### config.mk
export PLATFORM = sky130hd
export DESIGN_NAME = traffic_control_unit
export DESIGN_NICKNAME = d
export VERILOG_FILES = /design/src/rtl/traffic_control_unit_pkg.sv /design/src/rtl/traffic_control_unit_tick_counter.sv /design/src/rtl/traffic_control_unit.sv
export SDC_FILE = /design/constraint.sdc
export NUM_CORES = 1
export LEC_CHECK = 0
export BUFFER_PORTS_ARGS = -buffer_cell sky130_fd_sc_hd__clkbuf_2
export CAP_MARGIN = 20
export CORE_ASPECT_RATIO = 1.2
export CORE_UTILIZATION = 40
export CTS_CLUSTER_DIAMETER = 40
export DETAILED_ROUTE_END_ITERATION = 8
export PLACE_DENSITY_LB_ADDON = 0.12
export SYNTH_ARGS = -nofsm -noshare
export SYNTH_HDL_FRONTEND = slang
export SYNTH_SLANG_ARGS = --single-unit
### constraint.sdc
create_clock -name CU_CLK -period 2.88 [get_ports CU_CLK]
set_clock_uncertainty 0.1 [all_clocks]
set_input_delay 0 -clock CU_CLK [delete_from_list [all_inputs] [get_ports CU_CLK]]
set_output_delay 0 -clock CU_CLK [all_outputs]
set_load 0.02 [all_outputs]
### src/rtl/traffic_control_unit_pkg.sv
// Shared encodings for the traffic control unit: FSM states, approach directions
// and the two-bit light codes the datapath muxes use.
package traffic_control_unit_pkg;

  typedef enum logic [2:0] {
    ST_CLR   = 3'd0,
    ST_GN    = 3'd1,
    ST_GE    = 3'd2,
    ST_GS    = 3'd3,
    ST_GW    = 3'd4,
    ST_ECLR  = 3'd5,
    ST_EHOLD = 3'd6
  } state_e;

  typedef enum logic [1:0] {
    DIR_N = 2'd0,
    DIR_E = 2'd1,
    DIR_S = 2'd2,
    DIR_W = 2'd3
  } dir_e;

  localparam logic [1:0] LIGHT_GREEN = 2'b01;
  localparam logic [1:0] LIGHT_RED   = 2'b10;

  function automatic logic [1:0] light_code(input logic green);
    return green ? LIGHT_GREEN : LIGHT_RED;
  endfunction

  function automatic dir_e dir_next(input dir_e d);
    return dir_e'(d + 2'd1);
  endfunction

  function automatic state_e green_state(input dir_e d);
    return state_e'({1'b0, d} + 3'd1);
  endfunction

  // Direction served by a normal green state; non-green states map to North
  function automatic dir_e state_dir(input state_e s);
    case (s)
      ST_GE:   return DIR_E;
      ST_GS:   return DIR_S;
      ST_GW:   return DIR_W;
      default: return DIR_N;
    endcase
  endfunction

  function automatic logic [3:0] dir_onehot(input dir_e d);
    return 4'b0001 << d;
  endfunction

endpackage

### src/rtl/traffic_control_unit_tick_counter.sv
// Four-bit timebase tick counter with synchronous clear and saturation at 15.
module tick_counter (
  input  logic       i_clk,
  input  logic       i_rst_n,
  input  logic       i_clr,
  input  logic       i_en,
  output logic [3:0] o_cnt
);

  logic [3:0] r_cnt;

  always_ff @(posedge i_clk or negedge i_rst_n) begin
    if (!i_rst_n) begin
      r_cnt <= 4'd0;
    end else if (i_clr) begin
      r_cnt <= 4'd0;
    end else if (i_en && (r_cnt != 4'hF)) begin
      r_cnt <= r_cnt + 4'd1;
    end
  end

  assign o_cnt = r_cnt;

endmodule

### src/rtl/traffic_control_unit.sv
// Four-way intersection sequencer: N->E->S->W greens separated by all-red clearance,
// with a level-sensitive emergency override that can hold any single direction green.
module traffic_control_unit
  import traffic_control_unit_pkg::*;
#(
  parameter int GREEN_TICKS = 8,
  parameter int CLEAR_TICKS = 2
) (
  input  logic       CU_CLK,
  input  logic       CU_Rst,
  input  logic       CU_Tick,
  input  logic       CU_Emg,
  input  logic [1:0] CU_EmgDir,
  output logic       CU_North,
  output logic       CU_East,
  output logic       CU_South,
  output logic       CU_West,
  output logic [2:0] CU_Phase
);

  if ((GREEN_TICKS < 1) || (GREEN_TICKS > 15)) begin : g_bad_green
    $error("GREEN_TICKS must be in 1..15");
  end
  if ((CLEAR_TICKS < 1) || (CLEAR_TICKS > 15)) begin : g_bad_clear
    $error("CLEAR_TICKS must be in 1..15");
  end

  localparam logic [3:0] GREEN_LAST = 4'(GREEN_TICKS - 1);
  localparam logic [3:0] CLEAR_LAST = 4'(CLEAR_TICKS - 1);

  state_e     r_state, w_next_state;
  dir_e       r_next_dir, w_next_dir;
  dir_e       r_emg_dir, w_emg_dir;
  dir_e       w_req_dir;
  logic [3:0] r_lights, w_lights;
  logic [3:0] w_cnt;
  logic       w_green_last, w_clear_last, w_clr;

  assign w_req_dir    = dir_e'(CU_EmgDir);
  assign w_green_last = CU_Tick && (w_cnt == GREEN_LAST);
  assign w_clear_last = CU_Tick && (w_cnt == CLEAR_LAST);
  assign w_clr        = (w_next_state != r_state);

  tick_counter u_tick_counter (
    .i_clk   (CU_CLK),
    .i_rst_n (CU_Rst),
    .i_clr   (w_clr),
    .i_en    (CU_Tick),
    .o_cnt   (w_cnt)
  );

  // Emergency conditions are tested before tick expiry so they always win
  always_comb begin
    w_next_state = r_state;
    w_next_dir   = r_next_dir;
    w_emg_dir    = r_emg_dir;
    case (r_state)
      ST_CLR: begin
        if (CU_Emg)            w_next_state = ST_ECLR;
        else if (w_clear_last) w_next_state = green_state(r_next_dir);
      end
      ST_GN, ST_GE, ST_GS, ST_GW: begin
        if (CU_Emg) begin
          w_next_state = (w_req_dir == state_dir(r_state)) ? ST_EHOLD : ST_ECLR;
        end else if (w_green_last) begin
          w_next_state = ST_CLR;
          w_next_dir   = dir_next(r_next_dir);
        end
      end
      ST_ECLR: begin
        if (!CU_Emg) begin
          w_next_state = ST_CLR;
          w_next_dir   = dir_next(r_emg_dir);
        end else if (w_clear_last) begin
          w_next_state = ST_EHOLD;
        end
      end
      ST_EHOLD: begin
        if (!CU_Emg) begin
          w_next_state = ST_CLR;
          w_next_dir   = dir_next(r_emg_dir);
        end else if (w_req_dir != r_emg_dir) begin
          w_next_state = ST_ECLR;
        end
      end
      default: w_next_state = ST_CLR;
    endcase

    if (CU_Emg && ((w_next_state == ST_ECLR) || (w_next_state == ST_EHOLD))) begin
      w_emg_dir = w_req_dir;
    end

    // Lights are decoded from the next state so the registered outputs track the state register
    w_lights = 4'b0000;
    case (w_next_state)
      ST_GN, ST_GE, ST_GS, ST_GW: w_lights = dir_onehot(state_dir(w_next_state));
      ST_EHOLD:                   w_lights = dir_onehot(w_emg_dir);
      default:                    w_lights = 4'b0000;
    endcase
  end

  always_ff @(posedge CU_CLK or negedge CU_Rst) begin
    if (!CU_Rst) begin
      r_state    <= ST_CLR;
      r_next_dir <= DIR_N;
      r_emg_dir  <= DIR_N;
      r_lights   <= 4'b0000;
    end else begin
      r_state    <= w_next_state;
      r_next_dir <= w_next_dir;
      r_emg_dir  <= w_emg_dir;
      r_lights   <= w_lights;
    end
  end

  assign CU_North = r_lights[0];
  assign CU_East  = r_lights[1];
  assign CU_South = r_lights[2];
  assign CU_West  = r_lights[3];
  assign CU_Phase = r_state;

endmodule

==> results.yml, run 1 <==
logic_synthesis:
  synthCells: 128
  syn_nets: 137
  ys_types: 51
  avgSynthCellArea_um2: 8.94
  yosysMostFrequentCell: "dfrtp_1"
  ys.warnings.count: 0
  synth_top_flop_cell: "dfrtp_1"
  ys_top_cells_by_count: "15 x dfrtp_1, 11 x nand2_1, 8 x nand3_1, 6 x inv_1, 6 x nor3_1"
  synth_area_mm2: 0.00114
  ys_seq_elements: 15
  yosys.area.top_type_share: 0.328
  synthTopCellsByArea: "dfrtp_1 33%, xor2_1 3.8%, nand2_1 3.6%"
  synth_edf_count: 0
  synthArstFlopShare: 1.00
  ys_seq_area_frac: 0.328
  post-synth-top-area-cell: "dfrtp_1"
flow_run:
  cap_violations: 0
sta:
  grt_setup_unrepaired: "false"
  slew_headroom: 0.670
  fin_crit_sh: 0.808
  whs_ns: 0.0494
  hold_viol: 0
  worst_pin_slew_ns: 0.496
  clock.fmax_mhz: 430
  timing.setup.tns_ns: 0
  period_needed_ns: 2.33
  setup_viol: 0
  slew_viol_final: 0
cells_and_area:
  final_cell_count_no_fill: 171
  nets: 148
  areaGrowthSynthToFinish_pct: 8.20
  diodes: 0
  drive_above_1_share: 0.181
  stdcell_area_mm2: 0.00124
placed_design:
  placed_area_mm2: 0.00120
  dpl.hpwl_um: 1980
  dp.cells: 166
  port_buffers: 12
  gp_congestion: 0.874
critical_path:
  path_class: "reg -> reg"
  end_kind: "register"
  crit_required_ns: 2.94
  crit_fanout: 16
  critical_path_arrival_ns: 2.39
  worstSetupStartpointType: "register"
min_path:
  hp-class: "in -> reg"
die:
  core_area_mm2: 0.00263
  start_util: 0.436
  die_width_um: 50.8
  dieArea_mm2: 0.00308
  rows: 20
  ios: 13
  fp.dieH_um: 60.6
global_routing:
  grt_start_max_net_pins: 18
  grt_use_total: 0.201
  grt_pass1_wl_um: 4590
  antenna_found_initial: 0
  grt.overflow.total: 0
  grt_pass1_vias: 987
routing:
  vias: 1012
  route.detailed.drc: 0
  drtAntennaViolNets: 0
  avgRoutedWirePerCell_um: 15.5
  avgViaCountPerCell: 5.92
  drt_iter0_markers: 21
  wl_um: 2650
  drt-pass1-iter-count: 4
power_and_ir_drop:
  p_leak_nw: 0.553
  powerDensity_mw_per_mm2: 832
  vdd_drop_max_uv: 460
clock_network:
  cts_tree: "yes"
  hold_buffers: 1
  clkTransAtPathRegs_ns: 0.09
  htreeDepth: 1
  postCtsSetupBuffers: 0
  clk_latency_ns: 0.29
  cts-root-buf: "clkbuf_4"
  cts_max_path_buffers: 2
  cts_buffers: 3
  ctsResizeCount: 0
  cts_sinks: 15
outcome:
  outcome: "finished, final reports clean"
[critical path, stage by stage, from the launching register on]
cell and delay [ns]:
dfrtp_1 0.57, xor2_1 0.22, or3_1 0.32, a31oi_1 0.26, or3b_1 0.55, mux2i_1 0.18
[report_power, final]
group / switching [mW] / internal [mW]
clock network: 0.0701 / 0.0516
registers: 0.0938 / 0.270
logic: 0.319 / 0.226
[routing by layer]
layer	up-vias	global-route usage	routed length [um]
met5	-	0	0
met4	0	0.107	35
met3	4	0.0226	110
met2	26	0.326	1300
met1	484	0.267	1210
li1	498	-	-
[flip-flops by register name, indices dropped and copies added, names as in the netlist]
register	count
r_lights	4
r_next_dir	2
u_tick_counter.o_cnt	4
r_emg_dir	2
CU_Phase	3
[final timing paths]
check	startpoint	to	slack [ns]	cells past startpoint
setup / recovery	CU_Phase[1]	r_lights[2]	0.55	5
max in group asynchronous	CU_Rst	CU_Phase[0]	2.34	2
hold / removal	CU_Tick	u_tick_counter.o_cnt[3]	0.05	5
min in group asynchronous	CU_Rst	r_lights[0]	0.06	2
hold reg to reg	r_next_dir[0]	r_next_dir[0]	0.49	2
setup reg to reg	CU_Phase[1]	r_lights[2]	0.55	5
[per-stage QoR]
stage	setup WS (ns)	utilization	power (mW)
3_3_place_gp	0.647	0.457	0.896
4_1_cts	0.574	0.471	1.04
5_1_grt	0.431	0.471	1.11
6_report	0.554	0.471	1.03
3_5_place_dp	0.598	0.457	0.908
2_1_floorplan	0.849	-	0.794
[cell families after synthesis]
kind of cell / count (synthesis) / share of synthesized area
AND/OR/NAND/NOR: 51 / 0.266
AO/OA/AOI/OAI: 33 / 0.210
flip-flops: 15 / 0.328
buffers and inverters: 14 / 0.0656
XOR/XNOR: 7 / 0.0536
multiplexers: 5 / 0.0448
adder cells (fa/ha/maj): 3 / 0.0328
[cell type report]
class | instances | area [um2]
fillers | 258 | 1390
multi-input cells | 99 | 694
flip-flops and latches | 15 | 375
repair buffers | 14 | 77.6
well taps | 33 | 41.3
clock buffers | 3 | 22.5
inverters | 6 | 22.5
clock inverters | 1 | 5.00
[cells in the final DEF, fill, tap and decap left out, types with 3 or more instances in the layout]
master / Yosys / routed
a21oi_1: 5 / 5
clkbuf_2: 1 / 12
clkbuf_4: 0 / 3
dfrtp_1: 15 / 15
ha_1: 3 / 3
inv_1: 6 / 6
mux2i_1: 4 / 4
nand2_1: 11 / 11
nand3_1: 8 / 8
nor2_1: 4 / 4
nor3_1: 6 / 6
o21ai_0: 5 / 5
xor2_1: 5 / 5
Power figures use the tool's default switching activity.
==> run 2: changes to the inputs <==
- clock period: 2.88 -> 2.4 ns (I/O delays scaled with it)
==> run 2 against run 1 <==
Against the previous run:
- core utilization grew 1.1 points
- critical endpoint is now r_lights[1]
- routed wire length shrank 2.9%
- via count grew 2.4%
- sequential share of layout area shrank 0.72 points
- critical path depth grew 1
==> results.yml, run 2 (synthesized netlist as in run 1, its figures left out) <==
outcome:
  outcome: "finished, final reports clean"
global_routing:
  grt_pass1_vias: 1065
  grt.overflow.total: 0
  grt_start_max_net_pins: 16
  antenna_found_initial: 0
  grt_pass1_wl_um: 4620
  grt_use_total: 0.202
critical_path:
  critical_path_arrival_ns: 2.34
  crit_fanout: 5
  path_class: "reg -> reg"
  end_kind: "register"
  worstSetupStartpointType: "register"
  crit_required_ns: 2.51
cells_and_area:
  drive_above_1_share: 0.204
  final_cell_mix: "15 x dfrtp_1, 12 x clkbuf_2, 11 x nand2_1, 8 x nand3_1"
  nets: 152
  final_common_cell: "dfrtp_1"
  fin_util: 0.483
  diodes: 0
  areaGrowthSynthToFinish_pct: 10.8
clock_network:
  cts_sinks: 15
  cts_tree: "yes"
  clk_latency_ns: 0.28
  clkTransAtPathRegs_ns: 0.09
  cts_max_path_buffers: 2
  postCtsSetupBuffers: 0
  htreeDepth: 1
  cts_buffers: 3
  cts-root-buf: "clkbuf_4"
routing:
  drtAntennaViolNets: 0
  drt-pass1-iter-count: 4
  wl_um: 2580
  avgRoutedWirePerCell_um: 14.7
  drt_iter0_markers: 30
  vias: 1036
  route.detailed.drc: 0
  avgViaCountPerCell: 5.92
die:
  ios: 13
  start_util: 0.436
  fp.dieH_um: 60.6
  dieArea_mm2: 0.00308
  die_width_um: 50.8
  rows: 20
  core_area_mm2: 0.00263
flow_run:
  cap_violations: 0
sta:
  slew_viol_final: 0
  timing.setup.tns_ns: 0
  grt_setup_unrepaired: "false"
  setup_viol: 0
  slew_headroom: 0.751
  fin_crit_sh: 0.932
  worst_pin_slew_ns: 0.368
  clock.fmax_mhz: 447
  period_needed_ns: 2.24
  hold_viol: 0
power_and_ir_drop:
  p_leak_nw: 0.574
  powerDensity_mw_per_mm2: 1000
  vdd_drop_max_uv: 608
  totalPowerFinal_mw: 1.27
placed_design:
  dpl.hpwl_um: 2030
  port_buffers: 12
  gp_congestion: 0.957
min_path:
  hp-class: "in -> reg"
## run 2: cell count changes in the layout (fill, tap and decap cells not counted), sizes merged
cell	change
buf	+4
## run 2: path summary, 6_finish.rpt
check	cells after the start	slack, ns	end	startpoint
setup / recovery	6	0.16	r_lights[1]	r_next_dir[0]
hold / removal	5	0.04	u_tick_counter.o_cnt[3]	CU_Tick
setup reg to reg	6	0.16	r_lights[1]	r_next_dir[0]
hold reg to reg	1	0.53	r_next_dir[1]	r_next_dir[1]
max in group asynchronous	2	1.88	u_tick_counter.o_cnt[3]	CU_Rst
min in group asynchronous	2	0.05	r_lights[3]	CU_Rst
## run 2: cell type report
class / count / area [um2]
sequential: 15 / 375
inverter: 6 / 22.5
timing repair buffer: 18 / 108
multi-input combinational: 99 / 694
tap: 33 / 41.3
clock inverter: 1 / 5.00
clock buffer: 3 / 22.5
fill: 268 / 1360
## run 2: layer usage
metal | up-vias | track usage | share of wire
li1 | 506 | - | -
met1 | 506 | 0.256 | 0.47
met2 | 20 | 0.347 | 0.48
met3 | 4 | 0.0150 | 0.031
met4 | 0 | 0.107 | 0.014
met5 | - | 0 | 0
## run 2: where the power goes
group	switching, mW	total [mW]	leakage [nW]	internal [mW]
registers	0.0968	0.421	0.192	0.324
logic	0.407	0.711	0.364	0.304
clock network	0.0744	0.136	0.0177	0.0618
## run 2: what timing repair did
item	4_1_cts	5_1_grt
resized for setup	0	1
hold endpoints to repair	15	0
endpoints found under the setup margin	0	1
hold buffers	1	0
## run 2: critical path, cell delays in order (launching register included)
cell      delay, ns
dfrtp_1        0.45
ha_1           0.29
or4b_1         0.42
a21boi_1       0.25
a221o_1        0.30
or2_2          0.19
nor3b_2        0.16
## run 2: stage by stage
step | instance area [um2] | hold slack (ns) | instances | setup slack (ns)
after floorplan | 1140 | -0.396 | 128 | 0.369
after global placement | 1230 | -0.176 | 170 | 0.121
after detailed placement | 1230 | -0.170 | 170 | 0.132
after CTS | 1270 | 0.0295 | 175 | 0.116
after global routing | 1270 | 0.0592 | 175 | 0.0507
final | 1270 | 0.0414 | 175 | 0.164
